==> config.mk <==
export PLATFORM = sky130hd
export DESIGN_NAME = bus_grant_arbiter
export DESIGN_NICKNAME = d
export VERILOG_FILES = /design/src/rtl/proc_bus_pkg.sv /design/src/rtl/four_one_mux.sv /design/src/rtl/bus_grant_arbiter.sv
export SDC_FILE = /design/constraint.sdc
export NUM_CORES = 1
export LEC_CHECK = 0
export CORE_MARGIN = 1
export CORE_UTILIZATION = 38
export CTS_BUF_LIST = sky130_fd_sc_hd__clkbuf_4 sky130_fd_sc_hd__clkbuf_8
export DETAILED_ROUTE_END_ITERATION = 12
export PLACE_DENSITY_LB_ADDON = 0.05
export SYNTH_ARGS = -nofsm -noshare
export SYNTH_HDL_FRONTEND = slang
export SYNTH_HIERARCHICAL = 1
export SYNTH_SLANG_ARGS = --single-unit
==> constraint.sdc <==
create_clock -name clk -period 4.27 [get_ports clk]
set_input_delay 1.281 -clock clk [delete_from_list [all_inputs] [get_ports clk]]
set_output_delay 1.281 -clock clk [all_outputs]
set_load 0.1 [all_outputs]
==> src/rtl/proc_bus_pkg.sv <==
// Shared types and constants for the processor bus arbitration slice.
package proc_bus_pkg;

  localparam int unsigned N_BUS_REQ = 4;
  localparam int unsigned BUS_IDX_W = 2;

  typedef logic [BUS_IDX_W-1:0] bus_idx_t;
  typedef logic [N_BUS_REQ-1:0] bus_req_t;

  typedef enum logic {
    ARB_IDLE = 1'b0,
    ARB_BUSY = 1'b1
  } arb_state_t;

  // Requester index to one-hot grant vector
  function automatic bus_req_t idx_to_onehot(input bus_idx_t idx);
    bus_req_t oh;
    oh      = '0;
    oh[idx] = 1'b1;
    return oh;
  endfunction

endpackage

==> src/rtl/four_one_mux.sv <==
// Four-input data selector feeding the shared bus; output forced to zero when disabled.
module four_one_mux
  import proc_bus_pkg::*;
#(
  parameter int unsigned DATA_WIDTH = 16
) (
  input  logic [DATA_WIDTH-1:0] d0,
  input  logic [DATA_WIDTH-1:0] d1,
  input  logic [DATA_WIDTH-1:0] d2,
  input  logic [DATA_WIDTH-1:0] d3,
  input  bus_idx_t              sel,
  input  logic                  en,
  output logic [DATA_WIDTH-1:0] y
);

  // Select one source; an idle bus carries zeros
  always_comb begin
    y = '0;
    if (en) begin
      case (sel)
        2'd0:    y = d0;
        2'd1:    y = d1;
        2'd2:    y = d2;
        default: y = d3;
      endcase
    end
  end

endmodule

==> src/rtl/bus_grant_arbiter.sv <==
// Round-robin arbiter granting the shared processor bus to one of four requesters,
// with a bounded hold time and a one-cycle overrun flag.
module bus_grant_arbiter
  import proc_bus_pkg::*;
#(
  parameter int unsigned DATA_WIDTH = 16,
  parameter int unsigned MAX_HOLD   = 8
) (
  input  logic                  clk,
  input  logic                  reset,
  input  logic [N_BUS_REQ-1:0]  req,
  input  logic                  done,
  input  logic [DATA_WIDTH-1:0] data_in0,
  input  logic [DATA_WIDTH-1:0] data_in1,
  input  logic [DATA_WIDTH-1:0] data_in2,
  input  logic [DATA_WIDTH-1:0] data_in3,
  output logic [N_BUS_REQ-1:0]  gnt,
  output logic [1:0]            bus_sel,
  output logic                  bus_valid,
  output logic [DATA_WIDTH-1:0] bus_data,
  output logic                  timeout_err
);

  localparam int unsigned HW        = (MAX_HOLD > 2) ? $clog2(MAX_HOLD) : 1;
  localparam logic [HW-1:0] HOLD_LAST = HW'(MAX_HOLD - 1);
  localparam logic [HW-1:0] HOLD_SAT  = '1;

  arb_state_t      state_q, state_d;
  bus_req_t        gnt_q, gnt_d;
  bus_idx_t        sel_q, sel_d;
  logic            valid_q, valid_d;
  logic            terr_q, terr_d;
  logic [HW-1:0]   hold_q, hold_d;
  bus_idx_t        last_q, last_d;

  bus_idx_t        winner;
  logic            rel_done, rel_wd, rel_to, release_c;

  // Rotate requests so last+1 sits at bit 0, take the lowest set bit, rotate back
  function automatic bus_idx_t rr_pick(input bus_req_t r, input bus_idx_t last);
    bus_idx_t base;
    bus_req_t rot;
    bus_idx_t enc;
    base = last + bus_idx_t'(1);
    for (int i = 0; i < N_BUS_REQ; i++) begin
      rot[i] = r[base + bus_idx_t'(i)];
    end
    enc = '0;
    for (int i = N_BUS_REQ - 1; i >= 0; i--) begin
      if (rot[i]) enc = bus_idx_t'(i);
    end
    return base + enc;
  endfunction

  // Release qualifiers for the current grant; done outranks the hold limit
  always_comb begin
    winner    = rr_pick(req, last_q);
    rel_done  = done;
    rel_wd    = ~req[sel_q];
    rel_to    = (hold_q == HOLD_LAST) && !rel_done && !rel_wd;
    release_c = rel_done | rel_wd | rel_to;
  end

  // State register
  always_ff @(posedge clk) begin
    if (reset) state_q <= ARB_IDLE;
    else       state_q <= state_d;
  end

  // Next-state logic
  always_comb begin
    state_d = state_q;
    case (state_q)
      ARB_IDLE: if (|req)     state_d = ARB_BUSY;
      ARB_BUSY: if (release_c) state_d = ARB_IDLE;
      default:                state_d = ARB_IDLE;
    endcase
  end

  // Next values of the registered outputs and arbitration bookkeeping
  always_comb begin
    gnt_d   = gnt_q;
    sel_d   = sel_q;
    valid_d = valid_q;
    terr_d  = 1'b0;
    hold_d  = hold_q;
    last_d  = last_q;
    case (state_q)
      ARB_IDLE: begin
        if (|req) begin
          gnt_d   = idx_to_onehot(winner);
          sel_d   = winner;
          valid_d = 1'b1;
          hold_d  = '0;
        end else begin
          gnt_d   = '0;
          valid_d = 1'b0;
        end
      end
      ARB_BUSY: begin
        if (release_c) begin
          gnt_d   = '0;
          valid_d = 1'b0;
          last_d  = sel_q;
          terr_d  = rel_to;
          hold_d  = '0;
        end else if (hold_q != HOLD_SAT) begin
          hold_d  = hold_q + HW'(1);
        end
      end
      default: begin
        gnt_d   = '0;
        valid_d = 1'b0;
      end
    endcase
  end

  // Output and bookkeeping registers; last resets to 3 so requester 0 wins first
  always_ff @(posedge clk) begin
    if (reset) begin
      gnt_q   <= '0;
      sel_q   <= '0;
      valid_q <= 1'b0;
      terr_q  <= 1'b0;
      hold_q  <= '0;
      last_q  <= bus_idx_t'(N_BUS_REQ - 1);
    end else begin
      gnt_q   <= gnt_d;
      sel_q   <= sel_d;
      valid_q <= valid_d;
      terr_q  <= terr_d;
      hold_q  <= hold_d;
      last_q  <= last_d;
    end
  end

  // Bus data path: zero-latency from the data inputs, gated by the active grant
  four_one_mux #(
    .DATA_WIDTH(DATA_WIDTH)
  ) u_mux (
    .d0  (data_in0),
    .d1  (data_in1),
    .d2  (data_in2),
    .d3  (data_in3),
    .sel (sel_q),
    .en  (valid_q),
    .y   (bus_data)
  );

  assign gnt         = gnt_q;
  assign bus_sel     = sel_q;
  assign bus_valid   = valid_q;
  assign timeout_err = terr_q;

endmodule

**Word level (Yosys, flattened, before mapping)**

Index checks and enable logic that the tools add are counted.

- Add/subtract/negate cells: 6
- Multiplexer cells: 30
- Magnitude comparators: 7
- Reduce and logical (&&, ||, !) cells: 10
- Equality and inequality tests: 7
- Bitwise logic cells: 5

Operator list:

| cell | number |
|---|---|
| one-hot mux 16 bit (3 select lines) | 1 |
| < comparator 2 x 3 -> 1 bit (second input constant) | 6 |
| two-way mux 16 bit | 1 |
| binary-select mux 1 bit (select 2 bit) | 5 |
| two-way mux 1 bit | 9 |
| two-way mux 3 bit | 3 |
| two-way mux 2 bit | 4 |
| two-way mux 4 bit | 2 |
| one-hot mux 4 bit (2 select lines) | 1 |
| one-hot mux 3 bit (2 select lines) | 1 |
| AND reduction 2 bit | 3 |
| adder 2 x 1 -> 2 bit (second input constant) | 2 |
| adder 2 bit (second input constant) | 2 |
| one-hot mux 1 bit (2 select lines) | 2 |
| OR reduction 4 bit | 1 |
| adder 3 x 1 -> 3 bit (second input constant) | 1 |
| == test 3 bit (second input constant) | 1 |
| logical AND 1 bit | 3 |
| != test 3 x 1 -> 1 bit (second input constant) | 1 |
| != test 3 bit (second input constant) | 1 |
| inverter 1 bit | 3 |
| OR reduction 3 bit | 1 |
| adder 2 bit | 1 |
| demux 1 bit (select 2 bit) | 1 |
| 8 further kinds | 9 |

- Output and inout bits: 24
- Word-level logic and storage cells: 72
- Bits in registers: 14

**Longest topological paths before layout**

Gate-level depths: netlist (run 1).

- Depth after elaboration: 15
- Mapped depth: 9
- Mapped depth without buffers: 9

**Modules after synthesis**

Netlist (run 1), hierarchy kept.

By module, submodules not included:

| module | times used | seq. area each (um^2) | area an instance (um^2) | cells each |
|---|---|---|---|---|
| bus_grant_arbiter | 1 | 280.3 | 752.0 | 89 |
| four_one_mux | 1 | 0.0 | 524.3 | 57 |

**Worst setup path before layout (run 1)**

Ideal clock, no wire load.

- Path type: register -> output
- From: register sel_q[1] (netlist: bus_sel[1])
- To: output port bus_data[10]
- Cell stages (with the launch flop): 4
- Arrival: 3.032 ns
- Buffers on the path: 1
- Path slack: -0.043 ns
- Cells stage by stage: dfxtp_1 nand2_1 buf_2 o22ai_1

- Longest elaborated chain between the ends: 3
- Elaborated cells on any way between the ends: 5

Ends and longest elaborated chain:

| item | RTL line | text |
|---|---|---|
| from (decl) | bus_grant_arbiter.sv:30 | `bus_idx_t sel_q, sel_d;` |
| from (signal assigned) | bus_grant_arbiter.sv:129 | `sel_q <= sel_d;` |
| == test 2 bit, or another cell as far along | four_one_mux.sv:20 | `case (sel)` |
| one-hot mux 16 bit (3 select lines) (*) | four_one_mux.sv:20 |  |
| two-way mux 16 bit (*) | four_one_mux.sv:19 | `if (en) begin` |
| to (decl) | bus_grant_arbiter.sv:20 | `output logic [DATA_WIDTH-1:0] bus_data,` |

Mark *: on every way between the ends. The rest lies on a longest branch, timed or not.

**Worst setup path after layout (run 1)**

- From: input port data_in1[3]
- To: output port bus_data[3]

- Longest elaborated chain between the ends: 2

Ends and longest elaborated chain:

| item | RTL line | text |
|---|---|---|
| from (decl) | bus_grant_arbiter.sv:14 | `input logic [DATA_WIDTH-1:0] data_in1,` |
| one-hot mux 16 bit (3 select lines) | four_one_mux.sv:20 |  |
| two-way mux 16 bit | four_one_mux.sv:19 |  |

No other way between the ends.

==> metrics.yaml, run 1 <==
status: "completed"
finalSetupTns_ns: 0
grt_pass1_wl_mm: 6.87
synth_xor_area_share_pct: 2.06
synth-compound-area-share_pct: 19.7
die-area_um2: 3590
crit_slowest_cell: "clkdlybuf4s50_1"
final_cell_mix: "77 x clkdlybuf4s50_1, 33 x mux2i_1, 16 x buf_12, 16 x o22ai_1"
powerDensity_nw_per_um2: 381
fmax_mhz: 275
cp.required_ns: 2.99
routed_wl_mm: 4.63
cts_buffer_depth: 2
syn_area_um2: 1280
drtPass1Iterations: 4
clkLatencyLatePin_ns: 0.28
clock-root-buffer: "clkbuf_4"
synth_top_family_by_area: "multiplexers"
maxSlewHeadroom_pct: 32.7
drive_above_1_share_pct: 12.0
antenna_found_initial: 0
cts_hold_buf: 0
hold_class: "register to register"
ant_nets: 0
die_h_um: 60.0
leakagePower_nw: 0.873
via_count: 1508
htreeDepth: 1
whs_path_depth: 2
rr_startpoint: "last_q[0]"
drc: 0
synth-simple-area-share_pct: 14.9
rows: 20
via_per_inst: 5.44
slew_violations: 0
fin_crit_sh_pct: 85.3
cts_resized: 0
yosysSeqAreaShare_pct: 22.0
skew_ns: 0.00393
ys_types: 36
cp_slowest_stage_delay_ns: 0.45
grt_pass1_vias: 1456
syn_to_final_growth_pct: 84.0
drt_iter0_drc: 68
period_minus_slack_ns: 3.64
drv_cap: 0
grt_overflow: 0
min_to: "gnt[1]"
clk_pin_slew_ns: 0.08
r2r_cells: 9
worstSetupPathType: "input pin to output pin"
setup_viol: 0
clock-sinks: 14
gp_congestion: 0.829
finalHoldViolCount: 0
numCtsBuffers: 3
rsz0062_at_grt: "false"
cts_tree: "done"
syn_area_per_cell_um2: 8.74
fin_nets: 308
synthCells: 146
synthAdderAreaFrac_pct: 2.94
crit_path_start_kind: "input pin"
ys_warn_count: 6
async_flop_share_pct: 0
core_um2: 3130
p_total_mw: 0.894
reg2reg_slack_ns: 1.82
synth_mux_area_share_pct: 27.6
grt_max_degree: 37
wire_per_inst_um: 16.7
path_max_fanout: 1
end_kind: "output pin"
syn_nets: 220
min-delay-start: "gnt[1]"
synth_ff_type: "dfxtp_1"
tightest_slew_ns: 1.01
ios: 95
antennaDiodeCount: 0
cp_cell_sequence: "clkdlybuf4s50_1 -> mux2i_1 -> o22ai_1 -> buf_12"
grt.total_usage_pct: 25.4
initial_utilization_pct: 40.8
vdd_drop_max_mv: 0.291
die_w_um: 60.0
io_buffer_count: 94
post_cts.repair.setup_buffers: 0
arrival_ns: 2.36
dp_hpwl_mm: 3.68
ys_ff_latch: 14
final_common_cell: "clkdlybuf4s50_1"
r2r-end: "gnt[2]"
synth_edf_count: 0
-- final cells by class --
class,count,area [um2]
inverters,5,18.8
clock buffers,4,36.3
fillers,250,779
multi-input cells,116,858
repair buffers,94,1100
well taps,44,55.1
flip-flops and latches,14,282
-- power by group --
part	switching (mW)	total [mW]	internal, mW
Clock	0.0427	0.0946	0.0519
Sequential	0.0424	0.189	0.147
Combinational	0.370	0.611	0.241
-- worst max-delay path: cells and delay by family --
family	cells	cell delay, ns
multiplexers	1	0.07
AO/OA/AOI/OAI	1	0.33
buffers and inverters	2	0.67
-- cells in the mapped netlist, drive strengths merged, types with 2 or more instances --
cell	instances	area share [%]
a21oi	4	1.6
a221o	2	1.6
a22oi	2	1.2
a32o	2	1.8
buf	10	9.0
dfxtp	14	22
ha	3	2.9
inv	5	1.5
mux2i	33	26
nand2	11	3.2
nand2b	2	0.98
nor2	13	3.8
nor3	7	3.1
nor4	2	0.98
o21ai	4	1.6
o22ai	17	8.8
xnor2	3	2.1
-- through the flow --
stage / worst slack (ns) / hold slack (ns) / cell area, um2 / instances / util, %
4_1_cts: 0.628 / 0.462 / 2350 / 277 / 75.1
5_1_grt: 0.563 / 0.498 / 2350 / 277 / 75.1
2_1_floorplan: -0.0427 / 0.470 / 1280 / 146 / -
3_5_place_dp: 0.397 / 0.450 / 2310 / 273 / 73.9
6_report: 0.628 / 0.461 / 2350 / 277 / 75.1
3_3_place_gp: 0.491 / 0.431 / 2310 / 273 / 73.9
-- state kept, by name, indices dropped and copies added, names as in the netlist --
register and count:
state_q 1, bus_sel 2, hold_q 3, bus_valid 1, gnt 4, timeout_err 1, last_q 2
-- kinds of logic after synthesis --
group | count (synthesis)
adders and majority gates | 3
xor gates and xnor gates | 3
DFF | 14
muxes | 34
and+or+nand+nor | 40
AOI/OAI and AO/OA | 36
buffers and inverters | 16
-- layer usage --
metal	wire length [um]	global-route usage (%)	up-vias
li1	-	-	727
met1	1690	28.9	687
met2	2440	45.2	78
met3	327	5.63	16
met4	178	10.6	0
met5	0	0	-
-- worst max path at each step --
stage | end | depth (start not counted) | slack (ns) | start
2_1_floorplan | bus_data[10] | 3 | -0.04 | bus_sel[1]
3_3_place_gp | gnt[2] | 9 | 0.49 | req[1]
3_5_place_dp | gnt[2] | 9 | 0.40 | req[1]
4_1_cts | bus_data[4] | 4 | 0.63 | data_in1[4]
5_1_grt | gnt[2] | 9 | 0.56 | req[1]
6_report | bus_data[3] | 4 | 0.63 | data_in1[3]
No activity file was read; power rests on OpenSTA's default activity.
==> inputs of run 2 (changes only) <==
--- a/config.mk
+++ b/config.mk
@@ -5,8 +5,9 @@
 export SDC_FILE = /design/constraint.sdc
 export NUM_CORES = 1
 export LEC_CHECK = 0
+export ABC_AREA = 1
 export CORE_MARGIN = 1
-export CORE_UTILIZATION = 38
+export CORE_UTILIZATION = 41
 export CTS_BUF_LIST = sky130_fd_sc_hd__clkbuf_4 sky130_fd_sc_hd__clkbuf_8
 export DETAILED_ROUTE_END_ITERATION = 12
 export PLACE_DENSITY_LB_ADDON = 0.05
==> metrics.yaml, run 2 <==
status: "completed"  # unchanged
ys_ff_latch: 14  # unchanged
p_clk_share_pct: 9.5  # was 10.6%
io_buffer_count: 94  # unchanged
powerDensity_nw_per_um2: 380  # was 381 nW/um2
drt_iter0_drc: 117  # was 68
period_minus_slack_ns: 3.58  # was 3.64 ns
end_kind: "output pin"  # unchanged
crit_end: "bus_data[4]"  # was bus_data[3]
synth_top_area_cell: "dfxtp_1"  # was mux2i_1
clkLatencyLatePin_ns: 0.28  # about the same
p_total_mw: 0.997  # was 0.894 mW
rr_startpoint: "last_q[0]"  # unchanged
syn_area_um2: 1480  # was 1280 um2
leakagePower_nw: 1.26  # was 0.873 nW
worstSetupPathType: "register to output pin"  # was input pin to output pin
synthTopCellsByArea: "dfxtp_1 19%, nand2_1 18%, nand3_1 13%"  # was mux2i_1 26%, dfxtp_1 22%, o22ai_1 7.8%
dp_hpwl_mm: 3.80  # was 3.68 mm
final_cell_mix: "76 x clkdlybuf4s50_1, 70 x nand2_1, 38 x nand3_1"  # was 77 x clkdlybuf4s50_1, 33 x mux2i_1, 16 x buf_12, 16 x o22ai_1
drtPass1Iterations: 4  # unchanged
gp_congestion: 0.855  # was 0.829
syn_area_per_cell_um2: 5.55  # was 8.74 um2
numCtsBuffers: 3  # unchanged
intPower_mw: 0.452  # was 0.439 mW
fin_nets: 431  # was 308
post_cts.repair.setup_buffers: 0  # unchanged
synth_ff_type: "dfxtp_1"  # unchanged
yosysSeqAreaShare_pct: 18.9  # was 22.0%
wire_per_inst_um: 12.1  # was 16.7 um
routed_wl_mm: 4.85  # was 4.63 mm
drv_cap: 0  # unchanged
vdd_drop_max_mv: 0.430  # was 0.291 mV
finalSetupTns_ns: 0  # unchanged
drive_above_1_share_pct: 13.8  # was 12.0%
maxSlewHeadroom_pct: 31.2  # was 32.7%
min-delay-start: "gnt[1]"  # unchanged
htreeDepth: 1  # unchanged
largest_register_ffs: 4  # unchanged
clk_pin_slew_ns: 0.09  # was 0.08 ns
power_frac_comb_pct: 71.9  # was 68.3%
grt_overflow: 0  # unchanged
synth_xor_area_share_pct: 1.10  # was 2.06%
syn_nets: 341  # was 220
synthCells: 267  # was 146
grt_max_degree: 34  # was 37
r2r_cells: 13  # was 9
grt_pass1_wl_mm: 7.84  # was 6.87 mm
finalHoldViolCount: 0  # unchanged
cts_buffer_depth: 2  # unchanged
synth_top_cell_area_share_pct: 18.9  # was 25.9%
reg2reg_slack_ns: 2.19  # was 1.82 ns
ys_warn_count: 6  # unchanged
cts_hold_buf: 0  # unchanged
cts_tree: "done"  # unchanged
via_count: 1953  # was 1508
final_common_cell: "clkdlybuf4s50_1"  # unchanged
synthAdderAreaFrac_pct: 2.53  # was 2.94%
syn_to_final_growth_pct: 76.9  # was 84.0%
drc: 0  # unchanged
synth_top_family_by_area: "simple AND/OR/NAND/NOR gates"  # was multiplexers
synth_edf_count: 0  # unchanged
tightest_slew_ns: 1.03  # was 1.01 ns
switching_share_pct: 54.7  # was 50.9%
async_flop_share_pct: 0  # unchanged
clock-root-buffer: "clkbuf_4"  # unchanged
antenna_found_initial: 0  # unchanged
die_h_um: 62.1  # was 60.0 um
cts_resized: 0  # unchanged
fmax_mhz: 279  # was 275 MHz
ys_types: 27  # was 36
initial_utilization_pct: 43.7  # was 40.8%
netlist_top_cells_count: "70 x nand2_1, 38 x nand3_1, 36 x nor2_1"  # was 33 x mux2i_1, 16 x o22ai_1, 14 x dfxtp_1
p_switching_mw: 0.545  # was 0.455 mW
hold_class: "register to register"  # unchanged
core_um2: 3390  # was 3130 um2
synth_mux_area_share_pct: 0  # was 27.6%
rows: 21  # was 20
clock-sinks: 14  # unchanged
grt.total_usage_pct: 25.1  # was 25.4%
ant_nets: 0  # unchanged
ios: 95  # unchanged
hold_slack_ns: 0.467  # was 0.461 ns
arrival_ns: 2.30  # was 2.36 ns
post-synth-top-count-cell: "nand2_1"  # was mux2i_1
rsz0062_at_grt: "false"  # unchanged
r2r-end: "bus_sel[1]"  # was gnt[2]
crit_path_start_kind: "register"  # was input pin
path_max_fanout: 33  # was 1
cp-startpoint: "bus_sel[1]"  # was data_in1[3]
antennaDiodeCount: 0  # unchanged
die_w_um: 62.1  # was 60.0 um
slew_violations: 0  # unchanged
die-area_um2: 3860  # was 3590 um2
synth-compound-area-share_pct: 13.4  # was 19.7%
power_frac_seq_pct: 18.6  # was 21.1%
skew_ns: 0.00783  # was 0.00393 ns
via_per_inst: 4.86  # was 5.44
setup_viol: 0  # unchanged
fin_crit_sh_pct: 83.8  # was 85.3%
cp.required_ns: 2.99  # about the same
synth-simple-area-share_pct: 50.5  # was 14.9%
grt_pass1_vias: 1754  # was 1456
run 2: area by class of cell:
class                      count  area, um2
clock buffer                   4       36.3
fill                         275        768
inverter                      36        143
multi-input combinational    207       1000
sequential                    14        280
tap                           46       57.6
timing repair buffer          95       1100
run 2: kinds of logic (layout without fill, tap and decap cells):
group | Yosys count | count (layout)
simple gates | 166 | 166
buf+inv | 46 | 135
compound gates | 37 | 37
flops | 14 | 14
fa+ha+maj | 3 | 3
xor+xnor | 1 | 1
run 2: metrics by stage:
step | util (%) | instance area (um2) | std cells | setup slack, ns
floorplan | - | 1480 | 267 | 0.658
global placement | 76.3 | 2580 | 398 | 0.722
detailed placement | 76.3 | 2580 | 398 | 0.705
CTS | 77.3 | 2620 | 402 | 0.687
global route | 77.3 | 2620 | 402 | 0.356
finish | 77.3 | 2620 | 402 | 0.692
run 2: critical path, cell delays in order (launching register included):
cell and delay, ns:
dfxtp_1 1.01, nand2_2 0.43, nor2_1 0.20, nor2_1 0.06
nand2_1 0.08, inv_1 0.06, buf_12 0.16
run 2: power groups by stage:
| stage | sequential, mW | clock (mW) | combinational [mW] |
|---|---|---|---|
| 6_report | 0.185 | 0.0944 | 0.717 |
| 5_1_grt | 0.191 | 0.103 | 0.766 |
| 4_1_cts | 0.185 | 0.0973 | 0.719 |
| 3_5_place_dp | 0.189 | 0 | 0.717 |
| 3_3_place_gp | 0.187 | 0 | 0.710 |
| 2_1_floorplan | 0.253 | 0 | 0.417 |
run 2: routing by layer:
layer	global-route usage (%)	part of all wire (%)	routed length (um)
met1	30.4	44	2120
met2	43.5	47	2300
met3	5.15	5.9	285
met4	8.72	3.1	150
met5	0	0	0
run 2: worst min path at each step:
stage	endpoint	slack (ns)	cells past startpoint
finish	gnt[1]	0.47	2
global route	hold_q[1]	0.51	2
CTS	gnt[1]	0.47	2
detailed placement	gnt[1]	0.45	2
global placement	gnt[0]	0.45	2
floorplan	hold_q[0]	0.45	2
==> inputs of run 3 (changes only) <==
--- a/config.mk
+++ b/config.mk
@@ -7,7 +7,7 @@
 export LEC_CHECK = 0
 export ABC_AREA = 1
 export CORE_MARGIN = 1
-export CORE_UTILIZATION = 41
+export CORE_UTILIZATION = 38
 export CTS_BUF_LIST = sky130_fd_sc_hd__clkbuf_4 sky130_fd_sc_hd__clkbuf_8
 export DETAILED_ROUTE_END_ITERATION = 12
 export PLACE_DENSITY_LB_ADDON = 0.05
==> constraint.sdc (replaced) <==
create_clock -name clk -period 3.5 [get_ports clk]
set_input_delay 1.05 -clock clk [delete_from_list [all_inputs] [get_ports clk]]
set_output_delay 1.05 -clock clk [all_outputs]
set_load 0.1 [all_outputs]
==> metrics.yaml, run 3 (synthesis gave the netlist of run 2 again) <==
status: "completed"  # unchanged
die_w_um: 64.4  # was 62.1 um
drtPass1Iterations: 4  # unchanged
finalHoldViolCount: 0  # unchanged
maxSlewHeadroom_pct: 52.0  # was 31.2%
grt_pass1_wl_mm: 8.30  # was 7.84 mm
arrival_ns: 2.07  # was 2.30 ns
post_cts.repair.setup_buffers: 0  # unchanged
clkLatencyLatePin_ns: 0.25  # was 0.28 ns
rsz0062_at_grt: "false"  # unchanged
drt_iter0_drc: 87  # was 117
syn_to_final_growth_pct: 77.9  # was 76.9%
slew_violations: 0  # unchanged
drive_above_1_share_pct: 15.7  # was 13.8%
clk_pin_slew_ns: 0.06  # was 0.09 ns
gp_congestion: 0.840  # was 0.855
grt.total_usage_pct: 25.0  # was 25.1%
hold_class: "register to register"  # unchanged
routed_wl_mm: 5.05  # was 4.85 mm
cts_resized: 0  # unchanged
grt_max_degree: 33  # was 34
design_area_um2: 2640  # was 2620 um2
grt_pass1_vias: 1840  # was 1754
met3WireLength_um: 316  # was 285 um
worstSetupPathType: "input pin to output pin"  # was register to output pin
cts_hold_buf: 0  # unchanged
vdd_drop_max_mv: 0.390  # was 0.430 mV
wl_met2_mm: 2.45  # was 2.30 mm
fin_nets: 432  # was 431
drv_cap: 0  # unchanged
clock-root-buffer: "clkbuf_8"  # was clkbuf_4
wire_per_inst_um: 12.5  # was 12.1 um
powerDensity_nw_per_um2: 479  # was 380 nW/um2
cts_buffer_depth: 2  # unchanged
setup_viol: 0  # unchanged
cts_tree: "done"  # unchanged
via_count: 1944  # was 1953
core_um2: 3690  # was 3390 um2
rows: 22  # was 21
dp_hpwl_mm: 3.90  # was 3.80 mm
p_total_mw: 1.26  # was 0.997 mW
finalSetupTns_ns: 0  # unchanged
r2r_cells: 13  # unchanged
ant_nets: 0  # unchanged
fin_crit_sh_pct: 89.2
final_cell_mix: "70 x nand2_1, 70 x clkdlybuf4s50_1, 38 x nand3_1"  # was 76 x clkdlybuf4s50_1, 70 x nand2_1, 38 x nand3_1
skew_ns: 0.00600  # was 0.00783 ns
antennaDiodeCount: 0  # unchanged
numCtsBuffers: 3  # unchanged
die_h_um: 64.4  # was 62.1 um
leakagePower_nw: 1.29  # was 1.26 nW
fmax_mhz: 320
antenna_found_initial: 0  # unchanged
initial_utilization_pct: 40.2  # was 43.7%
period_minus_slack_ns: 3.12
hold_slack_ns: 0.469  # was 0.467 ns
crit_path_start_kind: "input pin"  # was register
die-area_um2: 4150  # was 3860 um2
grt_overflow: 0  # unchanged
clock-sinks: 14  # unchanged
io_buffer_count: 94  # unchanged
whs_path_depth: 2  # unchanged
via_per_inst: 4.80  # was 4.86
dpl_cell_area_um2: 2580  # about the same
largest_register_ffs: 4  # unchanged
drc: 0  # unchanged
path_max_fanout: 1  # was 33
tightest_slew_ns: 0.720  # was 1.03 ns
ios: 95  # unchanged
end_kind: "output pin"  # unchanged
routed.top_layer: "met4"  # unchanged
met1_length_mm: 2.17  # was 2.12 mm
cp.required_ns: 2.45  # was 2.99 ns
htreeDepth: 1  # unchanged
## run 3: worst paths after layout
check	startpoint	slack (ns)	endpoint
worst min-delay path	gnt[1]	0.47	gnt[1]
worst max register to register	last_q[0]	1.38	bus_sel[1]
worst min register to register	gnt[1]	0.47	gnt[1]
worst max-delay path	data_in1[15]	0.38	bus_data[15]
## run 3: where the power goes
group	total (mW)	switching, mW	internal [mW]
combinational	0.907	0.599	0.308
clock	0.157	0.0572	0.0996
sequential	0.199	0.0186	0.180
## run 3: through the flow
step	instances	setup WS (ns)	utilization [%]
after floorplan	267	0.119	-
after global placement	401	0.383	69.9
after detailed placement	401	0.379	69.9
after CTS	405	0.372	71.4
after global routing	405	0.335	71.4
final	405	0.377	71.4
## run 3: area by class of cell
class                      instances  area [um2]
clock buffer                       4        55.1
fill                             324        1050
inverter                          36         143
multi-input combinational        207        1000
sequential                        14         280
tap                               48        60.1
timing repair buffer              96        1100
## run 3: critical path, stage by stage
cell,delay (ns)
clkdlybuf4s50_1,0.46
nand3_1,0.07
nand3_1,0.13
nand2_1,0.07
inv_1,0.11
buf_12,0.18
## run 3: per-layer routing
metal	track usage [%]	vias up
met2	45.7	57
met4	8.33	0
met3	3.87	10
met5	0	-
li1	-	1025
met1	29.3	852
